**src/rtl/router_pkg.sv**
```systemverilog
// Constants shared by the router input FSM, router_sync and the router top.
// The helper below turns a destination address into a one-hot FIFO select.
package router_pkg;

  localparam int NUM_PORTS = 3;
  localparam int ADDR_W = 2;
  localparam logic [ADDR_W-1:0] ADDR_INVALID = 2'b11;
  localparam int DEF_TIMEOUT = 30;

  // Address 3 has no FIFO behind it, so it selects nothing.
  function automatic logic [NUM_PORTS-1:0] addr_onehot(input logic [ADDR_W-1:0] addr);
    logic [NUM_PORTS-1:0] sel;
    sel = '0;
    case (addr)
      2'b00:   sel = 3'b001;
      2'b01:   sel = 3'b010;
      2'b10:   sel = 3'b100;
      default: sel = 3'b000;
    endcase
    return sel;
  endfunction

endpackage

```
**src/rtl/router_sync_if.sv**
```systemverilog
// Bundle of FSM-side and FIFO-side signals around router_sync.
// slave is the router_sync view; master is the view of the surrounding logic.
interface router_sync_if;
  import router_pkg::*;

  logic                 detect_add;
  logic [ADDR_W-1:0]    data_in;
  logic                 write_enb_reg;
  logic                 read_enb_0, read_enb_1, read_enb_2;
  logic                 empty_0, empty_1, empty_2;
  logic                 full_0, full_1, full_2;
  logic [NUM_PORTS-1:0] write_enb;
  logic                 fifo_full;
  logic                 vld_out_0, vld_out_1, vld_out_2;
  logic                 soft_reset_0, soft_reset_1, soft_reset_2;

  modport slave (
    input  detect_add, data_in, write_enb_reg,
    input  read_enb_0, read_enb_1, read_enb_2,
    input  empty_0, empty_1, empty_2,
    input  full_0, full_1, full_2,
    output write_enb, fifo_full,
    output vld_out_0, vld_out_1, vld_out_2,
    output soft_reset_0, soft_reset_1, soft_reset_2
  );

  modport master (
    output detect_add, data_in, write_enb_reg,
    output read_enb_0, read_enb_1, read_enb_2,
    output empty_0, empty_1, empty_2,
    output full_0, full_1, full_2,
    input  write_enb, fifo_full,
    input  vld_out_0, vld_out_1, vld_out_2,
    input  soft_reset_0, soft_reset_1, soft_reset_2
  );
endinterface

```
**src/rtl/router_sync_timer.sv**
```systemverilog
// Per-port read timeout: counts consecutive cycles of unread valid data and
// pulses soft_reset for one cycle when the count reaches TIMEOUT.
module router_sync_timer
  import router_pkg::*;
#(
    parameter int TIMEOUT = DEF_TIMEOUT,
    parameter int CNT_W = 5
) (
    input  logic clock,
    input  logic resetn,
    input  logic cond,
    output logic soft_reset
);

  localparam logic [CNT_W-1:0] LAST = CNT_W'(TIMEOUT - 1);

  logic [CNT_W-1:0] cnt;

  // Wrapping to 0 on the pulse lets a still-stuck FIFO get another pulse TIMEOUT edges later.
  always_ff @(posedge clock or negedge resetn) begin
    if (!resetn) begin
      cnt        <= '0;
      soft_reset <= 1'b0;
    end else if (!cond) begin
      cnt        <= '0;
      soft_reset <= 1'b0;
    end else if (cnt == LAST) begin
      cnt        <= '0;
      soft_reset <= 1'b1;
    end else begin
      cnt        <= cnt + 1'b1;
      soft_reset <= 1'b0;
    end
  end

endmodule

```
**src/rtl/router_sync.sv**
```systemverilog
// Steers the FSM write strobe to the FIFO named in the packet header, returns
// that FIFO's full flag, and times out FIFOs whose readers stall.
module router_sync
  import router_pkg::*;
#(
    parameter int TIMEOUT = DEF_TIMEOUT,
    parameter int CNT_W = 5
) (
    input logic         clock,
    input logic         resetn,
    router_sync_if.slave bus
);

  logic [ADDR_W-1:0]    addr;
  logic [NUM_PORTS-1:0] empty_v;
  logic [NUM_PORTS-1:0] read_v;
  logic [NUM_PORTS-1:0] vld_v;
  logic [NUM_PORTS-1:0] cond_v;
  logic [NUM_PORTS-1:0] soft_v;

  always_ff @(posedge clock or negedge resetn) begin
    if (!resetn) begin
      addr <= ADDR_INVALID;
    end else if (bus.detect_add) begin
      addr <= bus.data_in;
    end
  end

  // Steering uses the registered addr, so a header-cycle write goes to the previous port.
  always_comb begin
    bus.write_enb = '0;
    if (bus.write_enb_reg) begin
      bus.write_enb = addr_onehot(addr);
    end
  end

  always_comb begin
    bus.fifo_full = 1'b0;
    case (addr)
      2'b00:   bus.fifo_full = bus.full_0;
      2'b01:   bus.fifo_full = bus.full_1;
      2'b10:   bus.fifo_full = bus.full_2;
      default: bus.fifo_full = 1'b0;
    endcase
  end

  assign empty_v = {bus.empty_2, bus.empty_1, bus.empty_0};
  assign read_v  = {bus.read_enb_2, bus.read_enb_1, bus.read_enb_0};
  assign vld_v   = ~empty_v;
  assign cond_v  = vld_v & ~read_v;

  assign bus.vld_out_0 = vld_v[0];
  assign bus.vld_out_1 = vld_v[1];
  assign bus.vld_out_2 = vld_v[2];

  for (genvar p = 0; p < NUM_PORTS; p++) begin : g_timer
    router_sync_timer #(
        .TIMEOUT(TIMEOUT),
        .CNT_W  (CNT_W)
    ) u_timer (
        .clock     (clock),
        .resetn    (resetn),
        .cond      (cond_v[p]),
        .soft_reset(soft_v[p])
    );
  end

  assign bus.soft_reset_0 = soft_v[0];
  assign bus.soft_reset_1 = soft_v[1];
  assign bus.soft_reset_2 = soft_v[2];

endmodule

```
**src/flat_wrapper.sv**
```systemverilog
// flat-port wrapper written by rule: the top's interface ports become plain ports
module router_sync_flat import router_pkg::*;
#(
    parameter int TIMEOUT = DEF_TIMEOUT,
    parameter int CNT_W = 5
)
  (clock, resetn, bus_detect_add, bus_data_in, bus_write_enb_reg, bus_read_enb_0, bus_read_enb_1, bus_read_enb_2, bus_empty_0, bus_empty_1, bus_empty_2, bus_full_0, bus_full_1, bus_full_2, bus_write_enb, bus_fifo_full, bus_vld_out_0, bus_vld_out_1, bus_vld_out_2, bus_soft_reset_0, bus_soft_reset_1, bus_soft_reset_2);
  router_sync_if bus_i ();
  input logic clock;
  input logic resetn;
  input wire logic [$bits(bus_i.detect_add)-1:0] bus_detect_add;
  input wire logic [$bits(bus_i.data_in)-1:0] bus_data_in;
  input wire logic [$bits(bus_i.write_enb_reg)-1:0] bus_write_enb_reg;
  input wire logic [$bits(bus_i.read_enb_0)-1:0] bus_read_enb_0;
  input wire logic [$bits(bus_i.read_enb_1)-1:0] bus_read_enb_1;
  input wire logic [$bits(bus_i.read_enb_2)-1:0] bus_read_enb_2;
  input wire logic [$bits(bus_i.empty_0)-1:0] bus_empty_0;
  input wire logic [$bits(bus_i.empty_1)-1:0] bus_empty_1;
  input wire logic [$bits(bus_i.empty_2)-1:0] bus_empty_2;
  input wire logic [$bits(bus_i.full_0)-1:0] bus_full_0;
  input wire logic [$bits(bus_i.full_1)-1:0] bus_full_1;
  input wire logic [$bits(bus_i.full_2)-1:0] bus_full_2;
  output wire logic [$bits(bus_i.write_enb)-1:0] bus_write_enb;
  output wire logic [$bits(bus_i.fifo_full)-1:0] bus_fifo_full;
  output wire logic [$bits(bus_i.vld_out_0)-1:0] bus_vld_out_0;
  output wire logic [$bits(bus_i.vld_out_1)-1:0] bus_vld_out_1;
  output wire logic [$bits(bus_i.vld_out_2)-1:0] bus_vld_out_2;
  output wire logic [$bits(bus_i.soft_reset_0)-1:0] bus_soft_reset_0;
  output wire logic [$bits(bus_i.soft_reset_1)-1:0] bus_soft_reset_1;
  output wire logic [$bits(bus_i.soft_reset_2)-1:0] bus_soft_reset_2;
  assign bus_i.detect_add = bus_detect_add;
  assign bus_i.data_in = bus_data_in;
  assign bus_i.write_enb_reg = bus_write_enb_reg;
  assign bus_i.read_enb_0 = bus_read_enb_0;
  assign bus_i.read_enb_1 = bus_read_enb_1;
  assign bus_i.read_enb_2 = bus_read_enb_2;
  assign bus_i.empty_0 = bus_empty_0;
  assign bus_i.empty_1 = bus_empty_1;
  assign bus_i.empty_2 = bus_empty_2;
  assign bus_i.full_0 = bus_full_0;
  assign bus_i.full_1 = bus_full_1;
  assign bus_i.full_2 = bus_full_2;
  assign bus_write_enb = bus_i.write_enb;
  assign bus_fifo_full = bus_i.fifo_full;
  assign bus_vld_out_0 = bus_i.vld_out_0;
  assign bus_vld_out_1 = bus_i.vld_out_1;
  assign bus_vld_out_2 = bus_i.vld_out_2;
  assign bus_soft_reset_0 = bus_i.soft_reset_0;
  assign bus_soft_reset_1 = bus_i.soft_reset_1;
  assign bus_soft_reset_2 = bus_i.soft_reset_2;
  router_sync #(.TIMEOUT(TIMEOUT), .CNT_W(CNT_W)) u_core (.clock(clock), .resetn(resetn), .bus(bus_i));
endmodule
```
**config.mk**
```make
export PLATFORM = sky130hd
export DESIGN_NAME = router_sync_flat
export DESIGN_NICKNAME = d
export VERILOG_FILES = /design/src/rtl/router_pkg.sv /design/src/rtl/router_sync_if.sv /design/src/rtl/router_sync_timer.sv /design/src/rtl/router_sync.sv /design/src/flat_wrapper.sv
export SDC_FILE = /design/constraint.sdc
export NUM_CORES = 1
export LEC_CHECK = 0
export BUFFER_PORTS_ARGS = -buffer_cell sky130_fd_sc_hd__buf_4
export CELL_PAD_IN_SITES_DETAIL_PLACEMENT = 1
export CELL_PAD_IN_SITES_GLOBAL_PLACEMENT = 1
export CORE_UTILIZATION = 41
export CTS_CLUSTER_SIZE = 12
export DETAILED_ROUTE_END_ITERATION = 7
export HOLD_SLACK_MARGIN = 0.12
export PLACE_DENSITY = 0.8
export REMOVE_ABC_BUFFERS = 1
export SLEW_MARGIN = 20
export SYNTH_ARGS = -nofsm -noshare
export SYNTH_HDL_FRONTEND = slang
export SYNTH_SLANG_ARGS = --single-unit
```
**constraint.sdc**
```tcl
create_clock -name clock -period 2.5 [get_ports clock]
set_clock_uncertainty 0.05 [all_clocks]
set_input_delay 0.5 -clock clock [delete_from_list [all_inputs] [get_ports clock]]
set_output_delay 0.5 -clock clock [all_outputs]
set_load 0.02 [all_outputs]
```
Yosys cells after proc, flatten, opt, wreduce, memory -nomap -nowiden
Cells that the tools add are included.
{"block": "word_totals", "register_bits": 20, "inputBits": 15}
{"block": "classes", "n_mux": 15, "reduce_logical": 1, "n_eq_ne": 5, "add_sub_neg": 3, "n_bitwise": 3}
{"op": "$mux W5", "count": 6}
{"op": "$add A5 B1 Y5 const B", "count": 3}
{"op": "$eq A5 B5 Y1 const B", "count": 3}
{"op": "$pmux W3 S3", "count": 1}
{"op": "$mux W1", "count": 6}
{"op": "$not A3 Y3", "count": 2}
{"op": "$and A3 B3 Y3", "count": 1}
{"op": "$mux W3", "count": 1}
{"op": "$pmux W1 S3", "count": 1}
{"op": "$eq A2 B1 Y1 const B", "count": 1}
{"op": "$eq A2 B2 Y1 const B", "count": 1}
{"op": "$logic_not A2 Y1", "count": 1}

Longest topological paths before layout
Gate-level depths: netlist (run 1).
{"block": "depth", "word_depth": 3, "mapped_depth": 5, "depth_no_buf": 5}

By module
A second synthesis (run 1) with hierarchy kept.
{"block": "unflattened", "cells_unflattened": 88, "area_unflattened_um2": 954.7}
{"mod": "router_sync_timer", "area_per_inst_um2": 269.0, "n_inst": 3, "cells_per_inst": 24}
{"mod": "router_sync", "area_per_inst_um2": 147.6, "n_inst": 1, "cells_per_inst": 16}

Least setup slack after synthesis (run 1)
No wires, ideal clock.
{"block": "synth_path", "kind": "input to output", "start": "input port bus_write_enb_reg", "end": "output port bus_write_enb[0]", "path_slack_ps": 929, "arrival_time_ps": 1021, "required_time_ps": 1950, "path_stages": 1, "path_buffers": 0, "path_cell_list": "nor3b_1"}
{"block": "synth_via", "elab_chain_cells": 1}
{"item": "start, declared", "line_no": "flat_wrapper.sv:13", "text": "input wire logic [$bits(bus_i.write_enb_reg)-1:0] bus_write_enb_reg;"}
{"item": "$mux W3", "line_no": "router_sync.sv:32", "text": "if (bus.write_enb_reg) begin"}
{"item": "end, declared", "line_no": "flat_wrapper.sv:23", "text": "output wire logic [$bits(bus_i.write_enb)-1:0] bus_write_enb;"}
No other way between the ends.

Worst setup path after layout (run 1)
{"block": "layout_path", "start": "register u_core.addr[1]", "end": "output port bus_fifo_full"}
{"block": "layout_via", "elab_chain_cells": 2, "elab_cells_between_ends": 4, "classes_between": "2 x eq/ne; 1 x mux; 1 x reduce/logical"}
{"item": "start, declared", "line_no": "router_sync.sv:14", "text": "logic [ADDR_W-1:0] addr;"}
{"item": "start signal, assigned", "line_no": "router_sync.sv:25", "text": "addr <= bus.data_in;"}
{"item": "$eq A2 B2 Y1, or another cell as far along", "line_no": "router_sync.sv:39", "text": "case (addr)"}
{"item": "$pmux W1 S3 *", "line_no": "router_sync.sv:39"}
{"item": "end, declared", "line_no": "flat_wrapper.sv:24", "text": "output wire logic [$bits(bus_i.fifo_full)-1:0] bus_fifo_full;"}
Every way passes the cells marked *; elsewhere a longest branch is shown, timed or not.

==> results.toml, run 1 <==
[sta]
slew_headroom_pct = 82.66
worstMarginPinSlew_ps = 260.0
fin_setup_tns_ps = 0
hold_viol_final = 0
hold_ws_ps = 305.7
slew_viol_final = 0
rsz0062_at_grt = "no"
setup_violations = 0
period_minus_slack_ps = 1855
fmax_mhz = 539.1
period_share_pct = 74.20

[job]
drv_cap = 0

[drt]
wl_per_cell_um = 12.09
drt_wl_total_mm = 1.681
vias = 676
dr.pass1.iters = 4
ant_nets = 0
via_per_inst = 4.863
drtIter0Drc = 1
drc = 0

[worst_setup_path]
path_max_fanout = 6
critPathBufInv = 1
end_kind = "output pin"
crit_path_cell_trace = "mux2i_1 -> o21ai_1 -> buf_4"
ff2ff_path_depth = 4
crit_family = "flip-flops"
cp_slowest_stage_delay_ps = 590
r2r-start = "u_core.g_timer[1].u_timer.cnt[0]"
start_kind = "flop"
path_class = "reg -> out"
crit_arrival_ps = 1310
r2r_slack_ps = 1370
required_ps = 1950
crit_slowest_cell = "dfstp_2"
timing.rr.end = "u_core.g_timer[1].u_timer.cnt[2]"

[synthesis]
synth_area_per_cell_um2 = 10.73
synthesis.instances = 83
synth_seq_cells = 20
synth.distinct_cells = 17
yosysSeqAreaShare_pct = 56.46
ys_warn_count = 0
netlist_area_um2 = 890.9

[clocking]
clockBufferDepth = 2
post_cts_buffers = 0
clk_pin_slew_ps = 110
numCtsBuffers = 3
tritoncts = "done"
htreeDepth = 1
clock-sinks = 20
cts-root-buf = "clkbuf_4"
insertion_delay_ps = 290

[power_and_ir_drop]
p_leak_nw = 0.5742
p_total_w = 0.0005991
power_density_nw_per_um2 = 520.4
vdd_drop_max_mv = 0.3968

[cells_and_area]
layout_commonest_cell = "buf_4"
fin_nets = 134
area_growth_pct = 29.21
final_cells = 139
final_area_um2 = 1151
num_antenna_cells = 0
layout_common_cells = "buf_4 (24), nor2_1 (19), dfrtp_1 (18)"
drive_gt1_share_pct = 28.57

[global_route]
grt_pass1_wl_mm = 3.070
antenna_found_initial = 0
grt_use_met2_pct = 32.18
first_global_vias = 735
met1_usage_pct = 18.69
grt_usage_pct = 16.93
grt_overflow = 0
grt_busiest_layer = "met2"
grt_max_degree = 21
grtUsageMet3_pct = 3.774

[place]
io_buffers = 24
placed_cell_area_um2 = 1105
dp.cells = 134
hpwl_mm = 1.323
place_congestion = 0.7507

[floorplan]
start_util_pct = 44.50
io_pins = 25
dieArea_um2 = 2363
core_area_um2 = 2002
die_h_um = 48.62
fp.dieW_um = 48.62
rows = 16

[min_path]
whs_endpoint = "u_core.g_timer[1].u_timer.soft_reset"
hp-class = "in -> reg"
holdCritStartpoint = "bus_read_enb_1"
hold_depth = 2

[outcome]
status = "finished clean"
==> metal layers <==
layer | vias up | routed length (um)
met5 | - | 0
met3 | 0 | 95
met2 | 20 | 884
li1 | 326 | -
met1 | 330 | 700
met4 | 0 | 0
==> timing repair <==
| action | CTS | global route |
|---|---|---|
| gates resized for setup | 0 | 0 |
| hold buffers | 1 | 0 |
| hold endpoints to repair | 18 | 0 |
==> state kept, by name, summed over array words and instances, names as in the netlist <==
name                               flops
u_core.addr                            2
u_core.g_timer.u_timer.cnt            15
u_core.g_timer.u_timer.soft_reset      3
==> Yosys cell counts <==
library cell / number / area (um^2)
inv_1: 6 / 22.52
nand4_1: 3 / 18.77
nor2_1: 19 / 71.32
ha_1: 6 / 75.07
nor3_1: 3 / 15.01
nor3b_1: 1 / 7.510
o21ai_1: 1 / 5.000
nand3_1: 6 / 30.03
nand2_1: 4 / 15.01
xnor2_1: 3 / 26.28
and3b_1: 1 / 8.760
dfrtp_1: 18 / 450.4
xor2_1: 6 / 52.55
mux2_2: 2 / 22.52
dfstp_2: 2 / 52.55
nand3b_1: 1 / 7.510
mux2i_1: 1 / 10.01
==> worst reg2reg max path, cell delays in order (launching register included) <==
cell     delay [ps]
dfrtp_1         430
ha_1            210
nand4_1         110
nand2_1         140
nor2_1          130
==> worst max-delay path by stage <==
stage | endpoint | slack [ps] | start | depth (start not counted)
2_1_floorplan | bus_write_enb[0] | 930 | bus_write_enb_reg | 1
3_3_place_gp | bus_fifo_full | 1000 | u_core.addr[1] | 3
6_report | bus_fifo_full | 640 | u_core.addr[1] | 3
5_1_grt | bus_fifo_full | 590 | u_core.addr[1] | 3
3_5_place_dp | bus_fifo_full | 980 | u_core.addr[1] | 3
4_1_cts | bus_fifo_full | 630 | u_core.addr[1] | 3
==> per-stage QoR <==
step | setup WS (ps) | utilization [%]
6_report | 644.9 | 57.50
5_1_grt | 589.5 | 57.50
4_1_cts | 625.9 | 57.50
3_5_place_dp | 979.3 | 55.19
3_3_place_gp | 998.2 | 55.19
2_1_floorplan | 928.7 | -
==> logic make-up (layout without fill, tap and decap cells) <==
logic type	after synthesis	in the layout	synth area share, %
simple gates	38	38	19.52
flops	20	20	56.46
xor+xnor	9	9	8.849
fa+ha+maj	6	6	8.427
buf+inv	6	35	2.528
mux	3	3	3.652
compound gates	1	1	0.5613
==> power breakdown <==
group / internal [W] / total [W] / switching [W]
Sequential: 0.000334 / 0.000343 / 0.00000919
Combinational: 0.0000371 / 0.0000738 / 0.0000367
Clock: 0.0000887 / 0.000182 / 0.0000937
==> layout make-up <==
type / count / area (um^2)
fillers: 225 / 850.8
flip-flops and latches: 20 / 503.0
multi-input cells: 57 / 365.4
repair buffers: 25 / 190.2
clock buffers: 4 / 36.28
well taps: 27 / 33.78
inverters: 6 / 22.52
Power figures use the tool's default switching activity.
==> run 2, diff against run 1 <==
--- a/config.mk
+++ b/config.mk
@@ -8,11 +8,11 @@
 export BUFFER_PORTS_ARGS = -buffer_cell sky130_fd_sc_hd__buf_4
 export CELL_PAD_IN_SITES_DETAIL_PLACEMENT = 1
 export CELL_PAD_IN_SITES_GLOBAL_PLACEMENT = 1
-export CORE_UTILIZATION = 41
+export CORE_UTILIZATION = 38
 export CTS_CLUSTER_SIZE = 12
 export DETAILED_ROUTE_END_ITERATION = 7
 export HOLD_SLACK_MARGIN = 0.12
-export PLACE_DENSITY = 0.8
+export PLACE_DENSITY = 0.74
 export REMOVE_ABC_BUFFERS = 1
 export SLEW_MARGIN = 20
 export SYNTH_ARGS = -nofsm -noshare
==> constraint.sdc (replaced) <==
create_clock -name clock -period 1.9 [get_ports clock]
set_clock_uncertainty 0.05 [all_clocks]
set_input_delay 0.38 -clock clock [delete_from_list [all_inputs] [get_ports clock]]
set_output_delay 0.38 -clock clock [all_outputs]
set_load 0.02 [all_outputs]
==> results.toml, run 2 (synthesis results as in run 1) <==
[outcome]
status = "finished clean"

[worst_setup_path]
r2r-start = "u_core.g_timer[0].u_timer.cnt[1]"
crit_arrival_ps = 1330
crit_path_cell_trace = "mux2i_1 -> o21ai_1 -> buf_4"
start_kind = "flop"
path_max_fanout = 6
path_class = "reg -> out"
cp-startpoint = "u_core.addr[1]"
required_ps = 1470
end_kind = "output pin"
cp_slowest_stage_delay_ps = 590
crit_slowest_cell = "dfstp_2"

[clocking]
clockBufferDepth = 2
ctsResizeCount = 0
clk_pin_slew_ps = 110
clock-sinks = 20
numCtsBuffers = 3
tritoncts = "done"
insertion_delay_ps = 300
cts-root-buf = "clkbuf_4"
htreeDepth = 1

[cells_and_area]
ff_latch_area_um2 = 503.0
multiInputGateArea_um2 = 365.4
area_growth_pct = 29.35
fin_nets = 134
num_antenna_cells = 0
layout_common_cells = "buf_4 (24), nor2_1 (19), dfrtp_1 (18)"
largestRegisters = "u_core.g_timer.u_timer.cnt x15, u_core.g_timer.u_timer.soft_reset x3, u_core.addr x2"
n_fill_cell = 252
layout_commonest_cell = "buf_4"
final_area_um2 = 1152
largest_reg_flops = 15
drive_gt1_share_pct = 28.57
top_register = "u_core.g_timer.u_timer.cnt"

[floorplan]
start_util_pct = 40.27
core_area_um2 = 2212
rows = 17
dieArea_um2 = 2542
fp.dieW_um = 50.42
io_pins = 25
die_h_um = 50.42

[power_and_ir_drop]
power_density_nw_per_um2 = 689.6
p_leak_nw = 0.5742
vdd_drop_max_mv = 0.5441

[drt]
drc = 0
wl_per_cell_um = 11.90
drt_wl_total_mm = 1.666
dr.pass1.iters = 2
vias = 660
via_per_inst = 4.714
drtIter0Drc = 7
ant_nets = 0

[global_route]
antenna_found_initial = 0
grt_max_degree = 21
grt_pass1_wl_mm = 2.953
grt_overflow = 0
grt_usage_pct = 16.14
first_global_vias = 678

[sta]
hold_viol_final = 0
setup_violations = 0
fin_setup_tns_ps = 0
rsz0062_at_grt = "no"
slew_headroom_pct = 83.51
period_share_pct = 92.88
period_minus_slack_ps = 1765
slew_viol_final = 0
fmax_mhz = 566.7
worstMarginPinSlew_ps = 247.3

[place]
io_buffers = 24
hpwl_mm = 1.283
placed_cell_area_um2 = 1106
place_congestion = 0.6708

[min_path]
holdCritStartpoint = "bus_read_enb_0"
hp-class = "in -> reg"

[job]
drv_cap = 0
## run 2: cell counts in the layout (fill, tap and decap cells not counted)
Identical to the previous run, type by type.
## run 2: cell type report
type	instances	share of cell area (%)
inverter	6	1.954
clock buffer	4	3.149
sequential	20	43.65
timing repair buffer	25	16.50
multi-input combinational	57	31.70
tap	28	3.040
## run 2: final timing paths
kind	slack [ps]	cells after the start	to
min reg2reg	450	1	u_core.g_timer[0].u_timer.cnt[0]
max reg2reg	740	5	u_core.g_timer[0].u_timer.cnt[2]
min	170	2	u_core.g_timer[0].u_timer.soft_reset
min in group asynchronous	430	2	u_core.g_timer[1].u_timer.cnt[3]
max in group asynchronous	1100	2	u_core.addr[0]
max	140	3	bus_fifo_full
## run 2: power by group
group / leakage (nW) / internal, W / switching, W / total, W
Clock: 0.0210 / 0.000117 / 0.000129 / 0.000246
Combinational: 0.284 / 0.0000486 / 0.0000482 / 0.0000969
Sequential: 0.269 / 0.000439 / 0.0000123 / 0.000451
## run 2: repair_timing
| action | 4_1_cts | 5_1_grt |
|---|---|---|
| buffers inserted | 0 | 0 |
| endpoints found under the hold margin | 18 | 0 |
| hold buffers | 1 | 0 |
## run 2: per-layer routing
layer	vias to the layer above	global-route usage, %	wire length (um)
li1	327	-	-
met1	307	19.18	747
met2	21	25.56	766
met3	5	5.758	116
met4	0	8.333	35
met5	-	0	0
## run 2: metrics by stage
step	util [%]	setup slack, ps	cells	total power, W	hold slack, ps
global route	52.09	36.11	140	0.0008357	149.3
global placement	50.00	516.4	135	0.0005526	221.9
detailed placement	50.00	460.3	135	0.0005567	219.1
finish	52.09	135.3	140	0.0007947	169.2
CTS	52.09	115.4	140	0.0008087	159.5
floorplan	-	526.6	83	0.0004984	34.41
## run 2: worst max-delay path, delay by kind of cell (launching register included)
family          cells  cell delay, ps
compound gates      1              80
buf+inv             1             150
flops               1             590
mux                 1             210
